### config.mk
export PLATFORM = sky130hd
export DESIGN_NAME = pla_risc_opcode_issuer
export DESIGN_NICKNAME = d
export VERILOG_FILES = /design/src/rtl/pla_risc_opcode_issuer.sv
export SDC_FILE = /design/constraint.sdc
export NUM_CORES = 1
export LEC_CHECK = 0
export CAP_MARGIN = 25
export CORE_ASPECT_RATIO = 0.5
export CORE_MARGIN = 1
export CORE_UTILIZATION = 48
export DETAILED_ROUTE_END_ITERATION = 8
export PLACE_DENSITY = 0.77
export SYNTH_ARGS = -nofsm -noshare
export SYNTH_HDL_FRONTEND = slang
export SYNTH_SLANG_ARGS = --single-unit
export TNS_END_PERCENT = 100
### constraint.sdc
create_clock -name clk -period 2.4 [get_ports clk]
set_input_delay 0.48 -clock clk [delete_from_list [all_inputs] [get_ports clk]]
set_output_delay 0.48 -clock clk [all_outputs]
set_load 0.02 [all_outputs]
### src/rtl/pla_risc_opcode_issuer.sv
// Opcode-issue sequencer: buffers encoded requests, replays each head entry for
// rpt+1 beats on x0..x7. Optional illegal-request counter under RISC_ISSUE_ILLCNT_EN.
module pla_risc_opcode_issuer #(
    parameter int DEPTH = 4
) (
    input  logic       clk,
    input  logic       rst_n,
    input  logic       in_valid,
    output logic       in_ready,
    input  logic [2:0] in_grp,
    input  logic [4:0] in_fn,
    input  logic [1:0] in_rpt,
    input  logic       flush,
    output logic       op_valid,
    input  logic       op_ready,
    output logic       x0,
    output logic       x1,
    output logic       x2,
    output logic       x3,
    output logic       x4,
    output logic       x5,
    output logic       x6,
    output logic       x7,
    output logic       err,
    output logic [7:0] ill_cnt
);
    localparam int AW = $clog2(DEPTH);
    localparam int CW = $clog2(DEPTH + 1);

    logic [9:0]    mem [DEPTH];
    logic [AW-1:0] wr_ptr;
    logic [AW-1:0] rd_ptr;
    logic [CW-1:0] count;
    logic [1:0]    beat_cnt;
    logic [9:0]    head;
    logic          accept;
    logic          illegal;
    logic          push;
    logic          beat;
    logic          pop;

    assign head     = mem[rd_ptr];
    assign in_ready = (count != CW'(DEPTH));
    assign op_valid = (count != '0);
    assign accept   = in_valid & in_ready;
    assign illegal  = (in_grp == 3'b111) & in_fn[4];
    assign push     = accept & ~illegal;
    assign beat     = op_valid & op_ready;
    assign pop      = beat & (beat_cnt == head[1:0]);

    // Gated so the pins read zero whenever no entry is presented, including in reset.
    assign {x0, x1, x2, x3, x4, x5, x6, x7} = op_valid ? head[9:2] : 8'h00;

    always_ff @(posedge clk) begin
        if (push) begin
            mem[wr_ptr] <= {in_grp, in_fn, in_rpt};
        end
    end

    always_ff @(posedge clk or negedge rst_n) begin
        if (!rst_n) begin
            wr_ptr   <= '0;
            rd_ptr   <= '0;
            count    <= '0;
            beat_cnt <= 2'd0;
            err      <= 1'b0;
        end else if (flush) begin
            wr_ptr   <= '0;
            rd_ptr   <= '0;
            count    <= '0;
            beat_cnt <= 2'd0;
            err      <= 1'b0;
        end else begin
            err <= accept & illegal;
            if (push) begin
                wr_ptr <= wr_ptr + AW'(1);
            end
            if (pop) begin
                rd_ptr   <= rd_ptr + AW'(1);
                beat_cnt <= 2'd0;
            end else if (beat) begin
                beat_cnt <= beat_cnt + 2'd1;
            end
            if (push && !pop) begin
                count <= count + CW'(1);
            end else if (pop && !push) begin
                count <= count - CW'(1);
            end
        end
    end

`ifdef RISC_ISSUE_ILLCNT_EN
    // Requests dropped in a flush cycle are discarded silently, so they are not counted.
    always_ff @(posedge clk or negedge rst_n) begin
        if (!rst_n) begin
            ill_cnt <= 8'h00;
        end else if (accept && illegal && !flush && ill_cnt != 8'hFF) begin
            ill_cnt <= ill_cnt + 8'h01;
        end
    end
`else
    assign ill_cnt = 8'h00;
`endif

endmodule

Word-level counts from Yosys, hierarchy flattened
Memory sizes are Yosys's and may differ from the RTL's.
Cells that the tools add are included.
{ "word_totals": {"reg_bits": 10, "ram_bits": 40, "in_bits": 15, "output_inout_bits": 19, "elab_cells": 44, "mem_count": 1} }
{ "memory_table": {"columns": ["name", "depth", "word_bits", "read_ports", "rd_clocked_by_memory_dff", "write_ports", "line", "text"], "rows": [
  ["mem", 4, 10, 1, 0, 1, "30", "logic [9:0] mem [DEPTH];"]
]} }
{ "classes": {"n_addsub": 5, "n_eq_ne": 3, "mux": 14, "bitwise": 7, "n_reduce_logical": 9} }
{ "ops": {"columns": ["op", "count"], "rows": [
  ["2-bit 2-to-1 mux", 7],
  ["3-bit 2-to-1 mux", 3],
  ["3-bit nonzero test", 3],
  ["8-bit 2-to-1 mux", 1],
  ["2-bit by 1-bit adder with 2-bit output (second input constant)", 3],
  ["1-bit AND", 6],
  ["2-bit nonzero test", 2],
  ["3-bit by 1-bit adder with 3-bit output (second input constant)", 1],
  ["3-bit == test (second input constant)", 1],
  ["1-bit 2-to-1 mux", 3],
  ["3-bit != test (second input constant)", 1],
  ["3-bit by 1-bit subtractor with 3-bit output (second input constant)", 1],
  ["2-bit == test", 1],
  ["1-bit logical AND", 2],
  ["1-bit zero test", 2],
  ["1-bit inverter", 1]
]} }

Logic depth before layout (Yosys ltp)
Gate-level depths: netlist of run 1.
{ "depth": {"ltp_word": 9, "ltp_mapped": 12, "mapped_depth_nobuf": 11} }

Least setup slack after synthesis of run 1
No wires, ideal clock.
{ "synth_path": {"path_kind": "register to register", "start": "reg rd_ptr[0]", "end": "reg count[2]", "setup_ns": 0.069, "arrival_ns": 2.418, "required_ns": 2.331, "path_slack_ns": -0.087, "stages_incl_launch_ff": 13, "n_path_buf": 1, "synth_period_minus_slack_ns": 2.487, "cell_sequence": "dfrtp_1 -> buf_6 -> mux4_2 -> xnor2_2 -> nand2_2 -> nor2_1 -> nor2_1 -> fa_1 -> nor3_1 -> nand4_1 -> a211oi_1 -> a211oi_1 -> nand3_1"} }
{ "synth_via": {"elab_chain_len": 7, "word_cells_on_any_way": 9, "classes_between": "1 x eq/ne; 2 x mux; 1 x bitwise; 4 x reduce/logical; 1 x memory"} }
{ "synth_rtl": {"columns": ["element", "line", "text"], "rows": [
  ["start, declared", "32", "logic [AW-1:0] rd_ptr;"],
  ["start signal, assigned", "79", "rd_ptr <= rd_ptr + AW'(1);"],
  ["memory read 4 x 10 bit *", null, null],
  ["2-bit == test *", "49", "assign pop = beat & (beat_cnt == head[1:0]);"],
  ["1-bit AND *", "49", null],
  ["1-bit zero test", "84", "if (push && !pop) begin"],
  ["1-bit logical AND", "84", null],
  ["3-bit 2-to-1 mux", "84", null],
  ["3-bit 2-to-1 mux", "67", "end else if (flush) begin"],
  ["end signal, assigned", "85", "count <= count + CW'(1);"],
  ["end signal, assigned", "87", "count <= count - CW'(1);"],
  ["end, declared", "33", "logic [CW-1:0] count;"]
]} }
Every way passes the cells marked *; elsewhere a longest branch is shown, timed or not.
A chain may end at the register's enable or synchronous reset.

Worst setup path in the final report of run 1
Same ends and word-level chain as after synthesis.

==> flow_summary.json, run 1 <==
{
  "outcome": "finished with violations",
  "violations": "negative setup slack",
  "netlist_area_mm2": 0.00235,
  "path_class": "reg -> reg",
  "cp.required_ns": 2.64,
  "post_dp_cell_area_mm2": 0.00282,
  "drive_gt1_share_pct": 29.2,
  "fillers": 338,
  "synth_edf_count": 40,
  "antenna_found_initial": 0,
  "worstMarginPinSlew_ns": 0.538,
  "wirelength_um": 4380,
  "h-tree-depth": 2,
  "r2r_cells": 11,
  "die_area_mm2": 0.00521,
  "root_buffer": "clkbuf_8",
  "grt_setup_unrepaired": "true",
  "r2r_end": "count[2]",
  "endpoint_kind": "flip-flop",
  "tns_ns": -0.135,
  "syn_inst": 169,
  "ioPinCount": 34,
  "clock.fmax_mhz": 394,
  "setup_viol": 1,
  "clk_pin_slew_worst_paths_ns": 0.09,
  "ys.flop_type": "edfxtp_1",
  "regArea_mm2": 0.00145,
  "grt_overflow": 0,
  "final_max_slew_viol_count": 0,
  "port_buffers": 25,
  "finalHoldViolCount": 0,
  "timing.final.crit_share_pct": 106,
  "layout.nets": 238,
  "syn_to_final_growth_pct": 26.4,
  "holdBufCountCts": 0,
  "antennaDiodeCount": 0,
  "power.density_mw_per_mm2": 951,
  "dieWidth_um": 101,
  "gp_congestion": 0.805,
  "drt_iter0_drc": 48,
  "core_area_mm2": 0.00455,
  "dieHeight_um": 51.5,
  "cts_max_path_buffers": 2,
  "period_needed_ns": 2.53,
  "clock_sinks": 50,
  "fin_area_mm2": 0.00298,
  "drcViolationCount": 0,
  "multi_input_area_um2": 832,
  "initial_core_util_pct": 51.7,
  "finalPower_uw": 2830,
  "fin_util_pct": 65.4,
  "cts_made_buffers": 5,
  "ys_seq_elements": 50,
  "async_reset_ff_share_pct": 20.0,
  "globalRouteTotalUtil_pct": 18.9,
  "critPathArrivalTime_ns": 2.78,
  "critPathMaxFanout": 4,
  "wire_per_inst_um": 15.4,
  "vias_per_cell": 5.31,
  "post-dp-hpwl_um": 3010,
  "ys_seq_area_share_pct": 61.6,
  "setup_slack_ns": -0.135,
  "maxSlewHeadroom_pct": 64.0,
  "row_count": 17,
  "antenna_left": 0,
  "ff2ff_setup_slack_ns": -0.13,
  "start_kind": "flip-flop",
  "dr.pass1.iters": 4,
  "finClkSkew_ns": 0.00444,
  "ir_drop_mv": 0.526,
  "num_vias": 1514,
  "cts_tree": "built",
  "grt_pass1_wl_um": 6990,
  "yosys_warnings": 0,
  "clkLatencyLatePin_ns": 0.30,
  "syn_area_per_cell_um2": 13.9,
  "ys_types": 41,
  "hold_path.class": "in -> async",
  "grt_max_degree": 18,
  "whs_ns": 0.503,
  "grt_pass1_vias": 1456,
  "cap_violations": 0,
  "p_leak_uw": 0.00111,
  "r2r-start": "rd_ptr[0]"
}
-- Yosys cell counts, types with 2 or more instances --
cell type	count	share of area (%)
nand2b_1	2	0.53
nor2_1	12	1.9
nand4_1	2	0.53
and2_1	14	3.7
buf_2	2	0.43
dfrtp_1	10	11
o21ai_0	2	0.43
buf_4	8	2.6
o22ai_1	3	0.80
nor2b_1	2	0.53
o211ai_1	3	0.96
edfxtp_1	40	51
clkbuf_1	5	0.80
inv_1	5	0.80
nor3_1	6	1.3
or3_1	2	0.53
nand2_1	9	1.4
ha_1	4	2.1
nor3b_1	2	0.64
mux4_2	7	6.7
a211oi_1	2	0.64
nand3_1	2	0.43
mux2i_1	3	1.3
a21oi_1	4	0.85
mux4_1	2	2.2
-- worst max-delay path, cell delays in order (launching register included) --
cell and delay (ns):
dfrtp_1 0.40, mux4_2 0.57, xnor2_2 0.19, nand2_2 0.10
nor2_4 0.10, nor2_2 0.04, fa_2 0.37, nor3_2 0.14
nand4_1 0.17, a211oi_2 0.22, a211oi_1 0.07, nand3_1 0.10
-- state kept, by name, summed over array words and instances, names as in the netlist --
name      count
mem          40
count         3
beat_cnt      2
rd_ptr        2
wr_ptr        2
err           1
-- per-layer routing --
layer	track usage, %	part of all wire, %	vias up
li1	-	-	700
met1	23.7	44	754
met2	32.4	49	56
met3	4.57	5.5	4
met4	7.00	1.3	0
met5	0	0	-
-- metrics by stage --
step	std cells	setup WS [ns]
final	285	-0.135
after global routing	285	-0.285
after CTS	281	-0.160
after detailed placement	271	-0.220
after global placement	271	-0.0269
after floorplan	176	-0.0546
-- how the worst max path moves through the flow --
stage / from / to / slack [ns] / cells past startpoint
2_1_floorplan: rd_ptr[0] / count[2] / -0.05 / 12
3_3_place_gp: in_grp[1] / count[2] / -0.03 / 10
5_1_grt: rd_ptr[0] / count[2] / -0.29 / 11
6_report: rd_ptr[0] / count[2] / -0.13 / 11
3_5_place_dp: in_grp[1] / count[2] / -0.22 / 10
4_1_cts: rd_ptr[0] / count[2] / -0.16 / 11
-- layout make-up --
class	count	share of cell area [%]
clock inverter	3	1.60
tap	66	2.77
inverter	5	0.631
sequential	50	48.8
timing repair buffer	51	16.0
multi-input combinational	105	28.0
clock buffer	5	2.31
-- where the power goes --
group | internal, uW | leakage, uW | switching (uW)
combinational | 520 | 0.000546 | 592
sequential | 1050 | 0.000501 | 64.0
clock | 316 | 0.0000587 | 285
total | 1890 | 0.00111 | 941
-- logic make-up (layout without fill, tap and decap cells) --
logic type / count (synthesis) / after routing / synth area share, %
AND/OR/NAND/NOR: 60 / 60 / 13.7
flip-flops: 50 / 50 / 61.6
buffers and inverters: 21 / 64 / 5.05
AO/OA/AOI/OAI: 17 / 17 / 4.73
multiplexers: 13 / 13 / 10.7
adder cells (fa/ha/maj): 5 / 5 / 2.98
XOR/XNOR: 2 / 2 / 1.06
other: 1 / 8 / 0.159
-- what timing repair did --
action / 4_1_cts / 5_1_grt
pin swaps: 6 / 3
gates cloned: 0 / 0
setup buffers: 2 / 4
gates resized for setup: 10 / 28
endpoints found under the setup margin: 10 / 10
-- cell usage in the layout, fill, tap and decap left out, types with 2 or more instances in the layout --
cell type | Yosys | routed
nor3_1 | 6 | 5
nand4_1 | 2 | 2
o211ai_1 | 3 | 3
clkdlybuf4s50_1 | 0 | 17
ha_1 | 4 | 4
and2_1 | 14 | 14
mux4_2 | 7 | 9
clkbuf_8 | 0 | 5
nor3b_1 | 2 | 2
a21oi_1 | 4 | 4
dfrtp_1 | 10 | 10
mux2i_1 | 3 | 2
buf_4 | 8 | 20
buf_12 | 0 | 5
edfxtp_1 | 40 | 40
nand3_1 | 2 | 2
buf_2 | 2 | 5
o22ai_1 | 3 | 3
conb_1 | 1 | 8
nand2_1 | 9 | 9
or3_1 | 2 | 2
o21ai_0 | 2 | 2
clkbuf_2 | 0 | 3
inv_1 | 5 | 5
nor2b_1 | 2 | 2
nand2b_1 | 2 | 2
nor2_1 | 12 | 9
nor2_2 | 0 | 2
Power figures use the tool's default switching activity.
==> inputs of run 2 (changes only) <==
--- a/config.mk
+++ b/config.mk
@@ -6,10 +6,13 @@
 export NUM_CORES = 1
 export LEC_CHECK = 0
 export CAP_MARGIN = 25
+export CELL_PAD_IN_SITES_DETAIL_PLACEMENT = 0
+export CELL_PAD_IN_SITES_GLOBAL_PLACEMENT = 1
 export CORE_ASPECT_RATIO = 0.5
 export CORE_MARGIN = 1
-export CORE_UTILIZATION = 48
+export CORE_UTILIZATION = 40
 export DETAILED_ROUTE_END_ITERATION = 8
+export GPL_ROUTABILITY_DRIVEN = 0
 export PLACE_DENSITY = 0.77
 export SYNTH_ARGS = -nofsm -noshare
 export SYNTH_HDL_FRONTEND = slang
==> run 2 against run 1 <==
Net effect: the flow still finishes with violations (negative setup slack); core utilization fell by 10 points; clock skew decreased by 0.00097 ns; die area grew 19%; critical path depth is the same; sequential power about the same; power increased by 8.7%; critical path type unchanged; largest cell class unchanged; highest routed layer unchanged.
==> flow_summary.json, run 2 (same netlist as run 1, synthesis figures left out) <==
{
  "outcome": "finished with violations",
  "violations": "negative setup slack",
  "dp.cells": 281,
  "grt_pass1_wl_um": 7020,
  "grt_max_degree": 18,
  "fillers": 424,
  "power.density_mw_per_mm2": 997,
  "fin_util_pct": 55.2,
  "wire_per_inst_um": 15.2,
  "syn_to_final_growth_pct": 31.0,
  "antennaDiodeCount": 0,
  "finalHoldViolCount": 0,
  "vias_per_cell": 4.96,
  "dieWidth_um": 111,
  "fin_cells": 292,
  "finClkSkew_ns": 0.00346,
  "p_leak_uw": 0.00116,
  "dieHeight_um": 56.3,
  "antenna_left": 0,
  "setup_slack_ns": -0.0506,
  "post-dp-hpwl_um": 3100,
  "clock.fmax_mhz": 408,
  "largest_reg_flops": 40,
  "cts_tree": "built",
  "start_kind": "flip-flop",
  "largestRegisters": "mem x40, count x3",
  "cts_made_buffers": 5,
  "globalRouteTotalUtil_pct": 15.1,
  "drt_iter0_drc": 61,
  "cts_max_path_buffers": 2,
  "ioPinCount": 34,
  "num_vias": 1449,
  "row_count": 19,
  "drive_gt1_share_pct": 26.0,
  "dp_slack_ns": -0.133,
  "die_area_mm2": 0.00622,
  "h-tree-depth": 2,
  "crit_path_top_delay_cell": "mux4_2",
  "whs_ns": 0.528,
  "antenna_found_initial": 0,
  "dr.pass1.iters": 4,
  "clock_sinks": 50,
  "layout.nets": 238,
  "final_common_cell": "edfxtp_1",
  "port_buffers": 25,
  "setup_viol": 2,
  "path_class": "reg -> reg",
  "critPathMaxStageDelay_ns": 0.55,
  "root_buffer": "clkbuf_16",
  "clk_pin_slew_worst_paths_ns": 0.07,
  "maxSlewHeadroom_pct": 66.3,
  "worstMarginPinSlew_ns": 0.503,
  "cp.required_ns": 2.62,
  "grt.met1_usage_pct": 19.0,
  "critPathMaxFanout": 3,
  "drcViolationCount": 0,
  "met3_usage_pct": 4.00,
  "cpLargestDelayFamily": "simple AND/OR/NAND/NOR gates",
  "final_max_slew_viol_count": 0,
  "grt_overflow": 0,
  "largest_register": "mem",
  "critPathArrivalTime_ns": 2.67,
  "grt_setup_unrepaired": "true",
  "hold_path.class": "in -> async",
  "ir_drop_mv": 0.457,
  "timing.final.crit_share_pct": 102,
  "clkLatencyLatePin_ns": 0.29,
  "path_buf_inv": 0,
  "cap_violations": 0,
  "period_needed_ns": 2.45,
  "layout_common_cells": "edfxtp_1 (40), buf_4 (21), clkdlybuf4s50_1 (17)",
  "grt_pass1_vias": 1466,
  "core_area_mm2": 0.00559,
  "top_usage_layer": "met2",
  "use_met2_pct": 25.2,
  "endpoint_kind": "flip-flop",
  "initial_core_util_pct": 42.2,
  "wirelength_um": 4430,
  "path_cells": "mux4_2, xnor2_2, nand2_2, nor2_4, nor2_1, fa_2, nor3_2, nand4_1, a211oi_2, a211oi_1, nand3_1"
}
-- run 2: cell count changes in the layout (fill, tap and decap cells not counted), moves of 3 or more --
| cell | change |
|---|---|
| buf_2 | -5 |
| clkbuf_16 | +5 |
| clkbuf_2 | -3 |
| clkbuf_8 | -5 |
| dlygate4sd2_1 | +8 |
-- run 2: final cells by class --
class,instances,area (um2),share of cell area [%]
Multi-Input combinational cell,105,856,27.7
Clock buffer,5,125,4.06
Sequential cell,50,1450,47.1
Inverter,5,18.8,0.609
Tap cell,73,91.3,2.96
Clock inverter,3,47.5,1.54
Timing Repair Buffer,51,493,16.0
-- run 2: repair_timing --
item                                    CTS  global route
pin swaps                                 4             3
gates resized for setup                  11             8
setup buffers                             1             2
endpoints found under the setup margin   10             6
gates cloned                              0             0
hold buffers                              0             0
-- run 2: where the power goes --
group	total (uW)	internal (uW)	leakage, uW	switching (uW)
Clock	804	497	0.0000844	307
Combinational	1140	548	0.000572	596
Sequential	1130	1050	0.000499	75.1
Total	3080	2100	0.00116	978
-- run 2: final timing paths --
path / from / end / slack [ns] / cells past startpoint
setup / recovery: rd_ptr[0] / count[2] / -0.05 / 11
hold / removal: rst_n / count[1] / 0.53 / 1
setup reg to reg: rd_ptr[0] / count[2] / -0.05 / 11
hold reg to reg: wr_ptr[1] / wr_ptr[1] / 0.57 / 2
max in group asynchronous: rst_n / rd_ptr[1] / 1.50 / 1
min in group clk: wr_ptr[1] / wr_ptr[1] / 0.57 / 2
-- run 2: through the flow --
stage	area (um2)	TNS, ns	total power (uW)
floorplan	2390	-0.0546	1780
global placement	2860	-0.0295	2240
detailed placement	2860	-0.145	2260
CTS	3040	-0.0938	3030
global route	3080	-0.406	3240
finish	3080	-0.0509	3080
-- run 2: worst reg2reg max path, delay by kind of cell, from the launching register on --
family	cells	cell delay, ns
AO/OA/AOI/OAI	2	0.27
XOR/XNOR	1	0.19
adder cells (fa/ha/maj)	1	0.36
flip-flops	1	0.40
multiplexers	1	0.55
AND/OR/NAND/NOR	6	0.64
-- run 2: metal layers --
| metal | share of wire (%) | wire [um] | up-vias |
|---|---|---|---|
| met3 | 3.4 | 152 | 6 |
| met4 | 1.6 | 72 | 0 |
| li1 | - | - | 705 |
| met1 | 47 | 2090 | 706 |
| met2 | 48 | 2120 | 32 |
| met5 | 0 | 0 | - |
